--- config.mk ---
export PLATFORM = sky130hd
export DESIGN_NAME = activation_ctrl
export DESIGN_NICKNAME = d
export VERILOG_FILES = /design/src/rtl/activation_ctrl.sv
export SDC_FILE = /design/constraint.sdc
export NUM_CORES = 1
export LEC_CHECK = 0
export CELL_PAD_IN_SITES_DETAIL_PLACEMENT = 1
export CELL_PAD_IN_SITES_GLOBAL_PLACEMENT = 1
export CORE_UTILIZATION = 44
export DETAILED_ROUTE_END_ITERATION = 7
export PLACE_DENSITY = 0.87
export SYNTH_ARGS = -nofsm -noshare
export SYNTH_HDL_FRONTEND = slang
export SYNTH_SLANG_ARGS = --single-unit
--- constraint.sdc ---
create_clock -name clk_i -period 33.1 [get_ports clk_i]
set_input_delay 6.62 -clock clk_i [delete_from_list [all_inputs] [get_ports clk_i]]
set_output_delay 6.62 -clock clk_i [all_outputs]
set_load 0.01 [all_outputs]
--- src/rtl/activation_ctrl.sv ---
// activation_ctrl: sequencer and configuration front-end for the activation unit.
//
// Latches one tile configuration (activation type, GELU constants, requant
// constants, tile length). It streams that many N_PE-wide beats into the unit's
// fixed 2-cycle pipeline. Results are collected in an output FIFO whose space is
// reserved before a beat is issued, so downstream backpressure never has to stall
// the pipeline.
//
// Ports:
//   clk_i, rst_i              clock, asynchronous active-high reset
//   cfg_valid_i/cfg_ready_o   tile configuration handshake (accepted only when idle)
//   cfg_*_i                   activation type, GELU constants, requant constants, length
//   in_valid_i/in_ready_o     preactivation beat handshake, in_data_i
//   out_valid_o/out_ready_i   postactivation beat handshake, out_data_o, out_last_o
//   done_o                    one-cycle pulse once the whole tile has been delivered
//   busy_o                    a tile is running or draining
//   act_*_o                   drive the activation unit (data, enables, latched config)
//   act_data_i                activation unit result, valid two cycles after calc_en
module activation_ctrl #(
    parameter int unsigned N_PE       = 16,
    parameter int unsigned DATA_W     = 8,
    parameter int unsigned LEN_W      = 16,
    parameter int unsigned FIFO_DEPTH = 4,
    parameter int unsigned ACT_W      = 2,
    parameter int unsigned GELU_W     = 8,
    parameter int unsigned RQC_W      = 8,
    parameter int unsigned RQA_W      = 8
) (
    input  logic                       clk_i,
    input  logic                       rst_i,
    input  logic                       cfg_valid_i,
    output logic                       cfg_ready_o,
    input  logic [ACT_W-1:0]           cfg_activation_i,
    input  logic signed [GELU_W-1:0]   cfg_one_i,
    input  logic signed [GELU_W-1:0]   cfg_b_i,
    input  logic signed [GELU_W-1:0]   cfg_c_i,
    input  logic [RQC_W-1:0]           cfg_rq_mult_i,
    input  logic [RQC_W-1:0]           cfg_rq_shift_i,
    input  logic signed [RQA_W-1:0]    cfg_rq_add_i,
    input  logic [LEN_W-1:0]           cfg_len_i,
    input  logic                       in_valid_i,
    output logic                       in_ready_o,
    input  logic [N_PE*DATA_W-1:0]     in_data_i,
    output logic                       out_valid_o,
    input  logic                       out_ready_i,
    output logic [N_PE*DATA_W-1:0]     out_data_o,
    output logic                       out_last_o,
    output logic                       done_o,
    output logic                       busy_o,
    output logic [N_PE*DATA_W-1:0]     act_data_o,
    output logic                       act_calc_en_o,
    output logic                       act_calc_en_q_o,
    output logic [ACT_W-1:0]           act_activation_o,
    output logic signed [GELU_W-1:0]   act_one_o,
    output logic signed [GELU_W-1:0]   act_b_o,
    output logic signed [GELU_W-1:0]   act_c_o,
    output logic [RQC_W-1:0]           act_rq_mult_o,
    output logic [RQC_W-1:0]           act_rq_shift_o,
    output logic signed [RQA_W-1:0]    act_rq_add_o,
    input  logic [N_PE*DATA_W-1:0]     act_data_i
);

    localparam int unsigned BEAT_W = N_PE * DATA_W;
    localparam int unsigned PTR_W  = (FIFO_DEPTH > 1) ? $clog2(FIFO_DEPTH) : 1;
    localparam int unsigned CNT_W  = $clog2(FIFO_DEPTH + 1);
    localparam int unsigned OCC_W  = CNT_W + 2;

    typedef enum logic [1:0] {
        IDLE  = 2'd0,
        RUN   = 2'd1,
        DRAIN = 2'd2
    } state_e;

    state_e                    state_q;
    logic [LEN_W-1:0]          remaining_q;
    logic [1:0]                vld_q;       // [0] = stage 0, [1] = stage 1
    logic [1:0]                tag_q;       // last-beat tag travelling with vld_q
    logic                      done_q;
    logic [ACT_W-1:0]          act_q;
    logic signed [GELU_W-1:0]  one_q, b_q, c_q;
    logic [RQC_W-1:0]          mult_q, shift_q;
    logic signed [RQA_W-1:0]   add_q;

    logic [BEAT_W-1:0]         mem_q [FIFO_DEPTH];
    logic [FIFO_DEPTH-1:0]     mem_last_q;
    logic [PTR_W-1:0]          wr_ptr_q, rd_ptr_q;
    logic [CNT_W-1:0]          count_q, count_d;

    logic [1:0]                inflight_s;
    logic [OCC_W-1:0]          occ_s;
    logic                      in_ready_s, in_fire_s, push_s, pop_s;

    // Credit check: FIFO entries plus beats still in the pipeline must leave room.
    // A pop in the same cycle is deliberately not credited back.
    always_comb begin
        inflight_s = {1'b0, vld_q[0]} + {1'b0, vld_q[1]};
        occ_s      = OCC_W'(count_q) + OCC_W'(inflight_s);
        in_ready_s = (state_q == RUN) && (remaining_q != {LEN_W{1'b0}})
                     && (occ_s < OCC_W'(FIFO_DEPTH));
        in_fire_s  = in_valid_i && in_ready_s;
        push_s     = vld_q[1];
        pop_s      = out_ready_i && (count_q != CNT_W'(0));
    end

    // FIFO occupancy for the next cycle; simultaneous push and pop leaves it unchanged.
    always_comb begin
        count_d = count_q;
        if (push_s && !pop_s) begin
            count_d = count_q + CNT_W'(1);
        end else if (!push_s && pop_s) begin
            count_d = count_q - CNT_W'(1);
        end else begin
            count_d = count_q;
        end
    end

    // Tile sequencer: config latch, beat counting, pipeline valid/tag shift, done pulse.
    always_ff @(posedge clk_i or posedge rst_i) begin
        if (rst_i) begin
            state_q     <= IDLE;
            remaining_q <= {LEN_W{1'b0}};
            vld_q       <= 2'b00;
            tag_q       <= 2'b00;
            done_q      <= 1'b0;
            act_q       <= {ACT_W{1'b0}};
            one_q       <= {GELU_W{1'b0}};
            b_q         <= {GELU_W{1'b0}};
            c_q         <= {GELU_W{1'b0}};
            mult_q      <= {RQC_W{1'b0}};
            shift_q     <= {RQC_W{1'b0}};
            add_q       <= {RQA_W{1'b0}};
        end else begin
            done_q <= 1'b0;
            vld_q  <= {vld_q[0], in_fire_s};
            tag_q  <= {tag_q[0], in_fire_s && (remaining_q == LEN_W'(1))};
            case (state_q)
                IDLE: begin
                    if (cfg_valid_i) begin
                        act_q       <= cfg_activation_i;
                        one_q       <= cfg_one_i;
                        b_q         <= cfg_b_i;
                        c_q         <= cfg_c_i;
                        mult_q      <= cfg_rq_mult_i;
                        shift_q     <= cfg_rq_shift_i;
                        add_q       <= cfg_rq_add_i;
                        remaining_q <= cfg_len_i;
                        if (cfg_len_i == LEN_W'(0)) begin
                            done_q <= 1'b1;     // empty tile completes immediately
                        end else begin
                            state_q <= RUN;
                        end
                    end
                end
                RUN: begin
                    if (in_fire_s) begin
                        remaining_q <= remaining_q - LEN_W'(1);
                        if (remaining_q == LEN_W'(1)) begin
                            state_q <= DRAIN;
                        end
                    end
                end
                DRAIN: begin
                    // All beats are issued: the tile is delivered once nothing is left
                    // in the pipeline and the FIFO empties with this cycle's pop.
                    if ((count_d == CNT_W'(0)) && (vld_q == 2'b00)) begin
                        done_q  <= 1'b1;
                        state_q <= IDLE;
                    end
                end
                default: state_q <= IDLE;
            endcase
        end
    end

    // Output FIFO storage: write activation results from stage 1, advance on pop.
    always_ff @(posedge clk_i or posedge rst_i) begin
        if (rst_i) begin
            for (int i = 0; i < FIFO_DEPTH; i++) begin
                mem_q[i] <= {BEAT_W{1'b0}};
            end
            mem_last_q <= {FIFO_DEPTH{1'b0}};
            wr_ptr_q   <= {PTR_W{1'b0}};
            rd_ptr_q   <= {PTR_W{1'b0}};
            count_q    <= {CNT_W{1'b0}};
        end else begin
            if (push_s) begin
                mem_q[wr_ptr_q]      <= act_data_i;
                mem_last_q[wr_ptr_q] <= tag_q[1];
                wr_ptr_q <= (wr_ptr_q == PTR_W'(FIFO_DEPTH - 1)) ? PTR_W'(0) : wr_ptr_q + PTR_W'(1);
            end
            if (pop_s) begin
                rd_ptr_q <= (rd_ptr_q == PTR_W'(FIFO_DEPTH - 1)) ? PTR_W'(0) : rd_ptr_q + PTR_W'(1);
            end
            count_q <= count_d;
        end
    end

    assign cfg_ready_o      = (state_q == IDLE);
    assign busy_o           = (state_q != IDLE);
    assign in_ready_o       = in_ready_s;
    assign act_calc_en_o    = in_fire_s;
    assign act_calc_en_q_o  = vld_q[0];
    assign act_data_o       = in_data_i;
    assign out_valid_o      = (count_q != CNT_W'(0));
    assign out_data_o       = mem_q[rd_ptr_q];
    assign out_last_o       = out_valid_o && mem_last_q[rd_ptr_q];
    assign done_o           = done_q;
    assign act_activation_o = act_q;
    assign act_one_o        = one_q;
    assign act_b_o          = b_q;
    assign act_c_o          = c_q;
    assign act_rq_mult_o    = mult_q;
    assign act_rq_shift_o   = shift_q;
    assign act_rq_add_o     = add_q;

endmodule

### After elaboration in Yosys (flattened, before gate mapping)

Cells that the tools add are included.
W data, S select, Z words.

| storage, ports and cells | value |
|---|---|
| register bits after elaboration | 596 |
| input port bits | 327 |
| output and inout port bits | 314 |
| logic and storage cells | 98 |

| cells by class | value |
|---|---|
| add/subtract/negate cells | 7 |
| order comparisons | 7 |
| equal/unequal tests | 10 |
| muxes and demuxes | 28 |
| bitwise logic cells | 2 |
| reductions and logical operators | 24 |

Operator list:

| cell | count |
|---|---|
| $bwmux W512 | 1 |
| $mux W128 | 3 |
| $bmux W128 S2 | 1 |
| $demux W128 S2 | 1 |
| $mux W16 | 2 |
| $pmux W16 S2 | 1 |
| $eq A16 B1 Y1 const B | 1 |
| $logic_not A16 Y1 | 1 |
| $reduce_bool A16 Y1 | 1 |
| $sub A16 B1 Y16 const B | 1 |
| $mux W2 | 7 |
| $logic_and A1 B1 Y1 | 11 |
| $ne A2 B2 Y1 const B | 4 |
| $eq A2 B2 Y1 const B | 3 |
| $ge A3 B3 Y1 const B | 2 |
| $lt A2 B3 Y1 const B | 2 |
| $mux W3 | 2 |
| $not A2 Y3 | 2 |
| $pmux W2 S3 | 1 |
| $mux W1 | 5 |
| $reduce_and A5 Y1 | 1 |
| $add A2 B1 Y2 const B | 2 |
| $add A3 B2 Y4 | 1 |
| $bwmux W4 | 1 |
| 18 further kinds | 21 |

### Longest topological paths before layout

Gate-level depths: netlist of the first run.

| depth | value |
|---|---|
| depth after elaboration | 9 |
| gate-level depth with buffers | 8 |
| depth with buffers taken out | 7 |

### Least setup slack after synthesis of the first run

Ideal clock, no wire load.

| timing | value |
|---|---|
| path kind | input to output |
| start | in in_valid_i |
| end | out act_calc_en_o |
| arrival | 7046 ps |
| data required time | 26480 ps |
| slack | 19434 ps |
| stages | 2 |
| path buffers | 0 |
| path through | o2111ai_1 -> nor2_1 |

| between the ends | value |
|---|---|
| longest elaborated chain between the ends | 1 |

Ends and longest elaborated chain:

| what | RTL line | source |
|---|---|---|
| start, declared | 41 | `input logic in_valid_i,` |
| $logic_and A1 B1 Y1 | 100 | `in_fire_s = in_valid_i && in_ready_s;` |
| end, declared | 51 | `output logic act_calc_en_o,` |

Every way passes these cells.

### Worst setup path after layout of the first run

Ends and elaborated chain as after synthesis.

==> results of run 1 <==
final timing paths:
check / depth (start not counted) / from / end / slack, ns
worst max register to register: 4 / vld_q[1]$_DFF_PP0_ / mem_q[301]$_DFFE_PP0P_ / 29.74
worst min register to register: 0 / tag_q[0]$_DFF_PP0_ / tag_q[1]$_DFF_PP0_ / 0.38
min in group asynchronous: 2 / rst_i / remaining_q[0]$_DFFE_PP0P_ / 6.49
worst min-delay path: 0 / tag_q[0]$_DFF_PP0_ / tag_q[1]$_DFF_PP0_ / 0.38
max in group asynchronous: 5 / rst_i / mem_q[38]$_DFFE_PP0P_ / 23.35
worst max-delay path: 4 / in_valid_i / act_calc_en_o / 18.26
cell usage in the layout, fill, tap and decap left out, drive strengths merged, types with 14 or more instances in the layout:
| cell type | synthesis | layout |
|---|---|---|
| o21ai | 21 | 21 |
| a21oi | 17 | 17 |
| dfrtp | 596 | 596 |
| clkinv | 0 | 14 |
| nor2 | 21 | 21 |
| mux2 | 517 | 517 |
| clkdlybuf4s50 | 1 | 384 |
| mux4 | 129 | 129 |
| nand2 | 162 | 162 |
| buf | 165 | 17 |
| clkbuf | 71 | 103 |
state kept, by name, summed over array words and instances, names as in the netlist:
signal and cells:
mem_last_q 4, act_b_o 8, done_o 1, rd_ptr_q 2, act_rq_add_o 8, remaining_q 16, act_activation_o 2, act_c_o 8
mem_q 512, act_rq_shift_o 8, tag_q 2, act_rq_mult_o 8, act_one_o 8, state_q 2, vld_q 2, count_q 3
wr_ptr_q 2
where the power goes:
group	switching, mW	internal, mW
logic	0.619	0.909
clock network	0.309	0.464
registers	0.231	1.10
total	1.16	2.47
cell type report:
cell class                      instances  area (sq um)  area share (%)
Tap cell                              782         978.4           2.993
Sequential cell                       596         14920           45.64
Clock inverter                         21         205.2          0.6276
Timing Repair Buffer                  401          3996           12.22
Clock buffer                          103          2138           6.540
Multi-Input combinational cell        957         10390           31.77
Inverter                               12         52.55          0.1607
Antenna cell                            6         15.01         0.04592
worst max-delay path: cells and delay by family:
kind | cells | cell delay, ns
AND/OR/NAND/NOR | 1 | 0.28
buffers and inverters | 2 | 1.10
AO/OA/AOI/OAI | 1 | 0.21
per-layer routing:
layer	up-vias	wire, microns	global-route usage (%)
li1	6846	-	-
met1	8563	27510	27.58
met2	550	37080	41.02
met3	145	4965	7.244
met4	8	2442	9.370
met5	-	80	0.4633
stage by stage:
step	worst slack, ns	area, sq um	cells
after floorplan	9.799	26770	1802
final	18.26	32700	2878
after global placement	18.25	30340	2748
after global routing	18.19	32690	2875
after CTS	18.24	32680	2872
after detailed placement	18.25	30340	2748
cells by family after synthesis:
group	count (synthesis)	synth area share, %
muxes	648	32.68
DFF	596	55.72
buffers and inverters	249	5.590
and+or+nand+nor	226	3.702
AOI/OAI and AO/OA	68	1.650
adders and majority gates	13	0.5983
xor gates and xnor gates	2	0.06545
==> results.toml, run 1 <==
[worst_hold_path]
hold_path.class = "reg -> reg"

[logic_synthesis]
ys_top_cells_by_area = "dfrtp_1, mux2_2, mux4_2"
synth_edf_count = 0
synth_common_cells = "dfrtp_1, mux2_2, nand2_1"
syn_nets = 2141
ys_seq_elements = 596
synthFlopType = "dfrtp_1"
syn_area_sq_mm = 0.02677
yosysWarnings = 0
syn_area_per_cell_sq_um = 14.85
yosysMostFrequentCell = "dfrtp_1"
synthCells = 1802
synth_cell_types = 56
yosys.area.top_type_share_pct = 55.72
async_flop_share_pct = 100.0
yosysTopAreaCell = "dfrtp_1"
yosysSeqAreaShare_pct = 55.72

[worst_setup_path]
cp_cell_sequence = "clkdlybuf4s50_1 -> o2111ai_1 -> nor2_1 -> clkdlybuf4s50_1"
cpPeakStageDelay_ns = 0.61
slowest_stage = "clkdlybuf4s50_1"
worstSetupStartpointType = "input pin"
crit_type = "in -> out"
critPathMaxFanout = 3
worstSetupEndpointType = "output port"
arrival_ns = 8.22
crit_top_cell = "clkdlybuf4s50_1"
worstPathRequired_ns = 26.48

[timing]
finalSetupViolCount = 0
period_share_pct = 44.84
slew_viol_final = 0
fin_crit_ns = 14.84
hold_viol = 0
worst_slew_pin_slew_ns = 1.140
fmax_mhz = 67.38
rsz0062_at_grt = "false"
fin_tns_setup_ns = 0
slew_headroom_pct = 23.98
holdWs_ns = 0.3820
clock_skew_ns = 0.02758

[layout]
fillers = 5688
post-route-util_pct = 54.27
drive_gt1_share_pct = 38.09
syn_to_final_growth_pct = 22.14
fin_nets = 2375

[die]
core_sq_mm = 0.06025
core.rowCount = 90
start_util_pct = 44.43
ios = 641
die_y_microns = 248.7
fp.dieW_microns = 248.7
dieArea_sq_mm = 0.06183

[run]
maxCapViolations = 0

[clocking]
cts.sinks = 596
ctsLongestPathBuffers = 3
cts_hold_buf = 0
root_buffer = "clkbuf_16"
cts_resized = 0
postCtsSetupBuffers = 0
clk_pin_slew_ns = 0.06
cts_buffers = 68
cts_tree = "built"
htreeDepth = 3
insertion_delay_ns = 0.60

[grt]
grt_usage_pct = 23.75
gr-total-overflow = 0
grt_max_degree = 197
grt_pass1_vias = 18740
grt_antenna_before_repair = 9
grt_pass1_wl_microns = 113800

[pwr]
finalPower_mw = 3.627
power_density_mw_per_mm2 = 110.9
cellLeakagePower_nw = 13.66
max-vdd-ir-drop_mv = 0.05630

[detailed_routing]
via_count = 16110
vias_per_cell = 5.598
dr.first_iter.drc_count = 843
routed_wl_microns = 72080
ant_nets = 0
wl_per_cell_microns = 25.04
detail_route.first_pass.iterations = 5
drc = 0

[placed_design]
port_buffers = 384
place_congestion = 0.7843
dpl.hpwl_microns = 45980

[outcome]
outcome = "completed"
Note: power is estimated with default switching activity, not from simulation.
==> run 2: changes to the inputs <==
- CORE_UTILIZATION: 44 -> 41
- PLACE_DENSITY: 0.87 -> 0.82
- clock period: 33.1 -> 15.2 ns (I/O delays scaled with it)
==> results.toml, run 2 (synthesis results as in run 1) <==
[die]
ios = 641
start_util_pct = 41.52
die_y_microns = 257.5
fp.dieW_microns = 257.5
dieArea_sq_mm = 0.06631
core_sq_mm = 0.06446
core.rowCount = 93

[placed_design]
port_buffers = 384
dpl.hpwl_microns = 45180
place_congestion = 0.7771

[worst_setup_path]
slowest_stage = "clkdlybuf4s50_1"
arrival_ns = 4.59
critPathMaxFanout = 3
crit_type = "in -> out"
cp_cell_sequence = "clkdlybuf4s50_1 -> o2111ai_1 -> nor2_1 -> clkdlybuf4s50_1"
worstSetupStartpointType = "input pin"
crit_top_cell = "clkdlybuf4s50_1"
rrSetupSlack_ns = 12.58
worstPathRequired_ns = 12.16
worstSetupEndpointType = "output port"
cpPeakStageDelay_ns = 0.60

[clocking]
clk_pin_slew_ns = 0.06
ctsLongestPathBuffers = 3
cts_hold_buf = 0
cts_buffers = 69
htreeDepth = 3
insertion_delay_ns = 0.61
cts_tree = "built"
cts.sinks = 596
postCtsSetupBuffers = 0
cts_resized = 0
root_buffer = "clkbuf_16"

[grt]
grt_usage_pct = 21.53
grt_antenna_before_repair = 6
grt_pass1_wl_microns = 111400
grt_pass1_vias = 18830
gr-total-overflow = 0
grt_max_degree = 190

[timing]
worst_slew_pin_slew_ns = 1.182
finalSetupViolCount = 0
fin_crit_ns = 7.627
rsz0062_at_grt = "false"
holdWs_ns = 0.3780
clock_skew_ns = 0.03321
period_share_pct = 50.18
fin_tns_setup_ns = 0
slew_viol_final = 0
fmax_mhz = 131.1
hold_viol = 0
slew_headroom_pct = 21.18

[detailed_routing]
wl_per_cell_microns = 23.79
via_count = 15840
dr.first_iter.drc_count = 647
vias_per_cell = 5.380
drc = 0
ant_nets = 0
routed_wl_microns = 70040
detail_route.first_pass.iterations = 4

[layout]
final_cell_mix = "dfrtp_1, mux2_2, clkdlybuf4s50_1, nand2_1, mux4_2"
top_regs = "mem_q x512, remaining_q x16"
post-route-util_pct = 50.83
largest-register = "mem_q"
syn_to_final_growth_pct = 22.41
largest_reg_flops = 512
drive_gt1_share_pct = 37.88
layout_commonest_cell = "dfrtp_1"
fin_nets = 2376
fillers = 6258

[pwr]
cellLeakagePower_nw = 13.66
power_density_mw_per_mm2 = 240.7
max-vdd-ir-drop_mv = 0.1238

[worst_hold_path]
hold_path.class = "reg -> reg"

[outcome]
outcome = "completed"

[run]
maxCapViolations = 0
-- run 2: where the power goes --
part / internal, mW / total, mW / switching [mW]
registers: 2.38 / 2.88 / 0.494
clock network: 1.03 / 1.70 / 0.665
logic: 1.98 / 3.31 / 1.33
-- run 2: per-layer routing --
layer | vias up | GRT usage, % | share of wire [%]
met5 | - | 0.3561 | 0.053
met4 | 6 | 7.281 | 2.9
met3 | 133 | 6.501 | 6.5
met2 | 493 | 37.52 | 52
met1 | 8362 | 25.13 | 39
li1 | 6846 | - | -
-- run 2: critical path: cells and delay by family --
kind	cells	cell delay (ns)
buf+inv	2	1.08
compound gates	1	0.21
simple gates	1	0.26
-- run 2: cell type report --
type,count,area (sq um),area share (%)
Antenna cell,1,2.502,0.007637
Clock buffer,99,2032,6.201
Clock inverter,23,307.8,0.9393
Inverter,12,48.80,0.1489
Multi-Input combinational cell,957,10390,31.70
Sequential cell,596,14920,45.54
Tap cell,855,1070,3.265
Timing Repair Buffer,401,3996,12.20
-- run 2: path summary, 6_finish.rpt --
kind / from / to / cells after the start
max in group asynchronous: rst_i / mem_q[62]$_DFFE_PP0P_ / 5
setup reg to reg: state_q[1]$_DFFE_PP0P_ / remaining_q[10]$_DFFE_PP0P_ / 5
min in group asynchronous: rst_i / mem_q[135]$_DFFE_PP0P_ / 3
setup / recovery: in_valid_i / act_calc_en_o / 4
hold / removal: tag_q[0]$_DFF_PP0_ / tag_q[1]$_DFF_PP0_ / 0
hold reg to reg: tag_q[0]$_DFF_PP0_ / tag_q[1]$_DFF_PP0_ / 0
-- run 2: metrics by stage --
| step | instances | setup slack (ns) | area (sq um) | total power, mW |
|---|---|---|---|---|
| after floorplan | 1802 | 4.033 | 26770 | 4.783 |
| after global placement | 2821 | 7.619 | 30430 | 6.040 |
| after detailed placement | 2821 | 7.582 | 30430 | 6.240 |
| after CTS | 2943 | 7.447 | 32770 | 8.001 |
| after global routing | 2944 | 7.270 | 32770 | 8.322 |
| final | 2944 | 7.573 | 32770 | 7.888 |
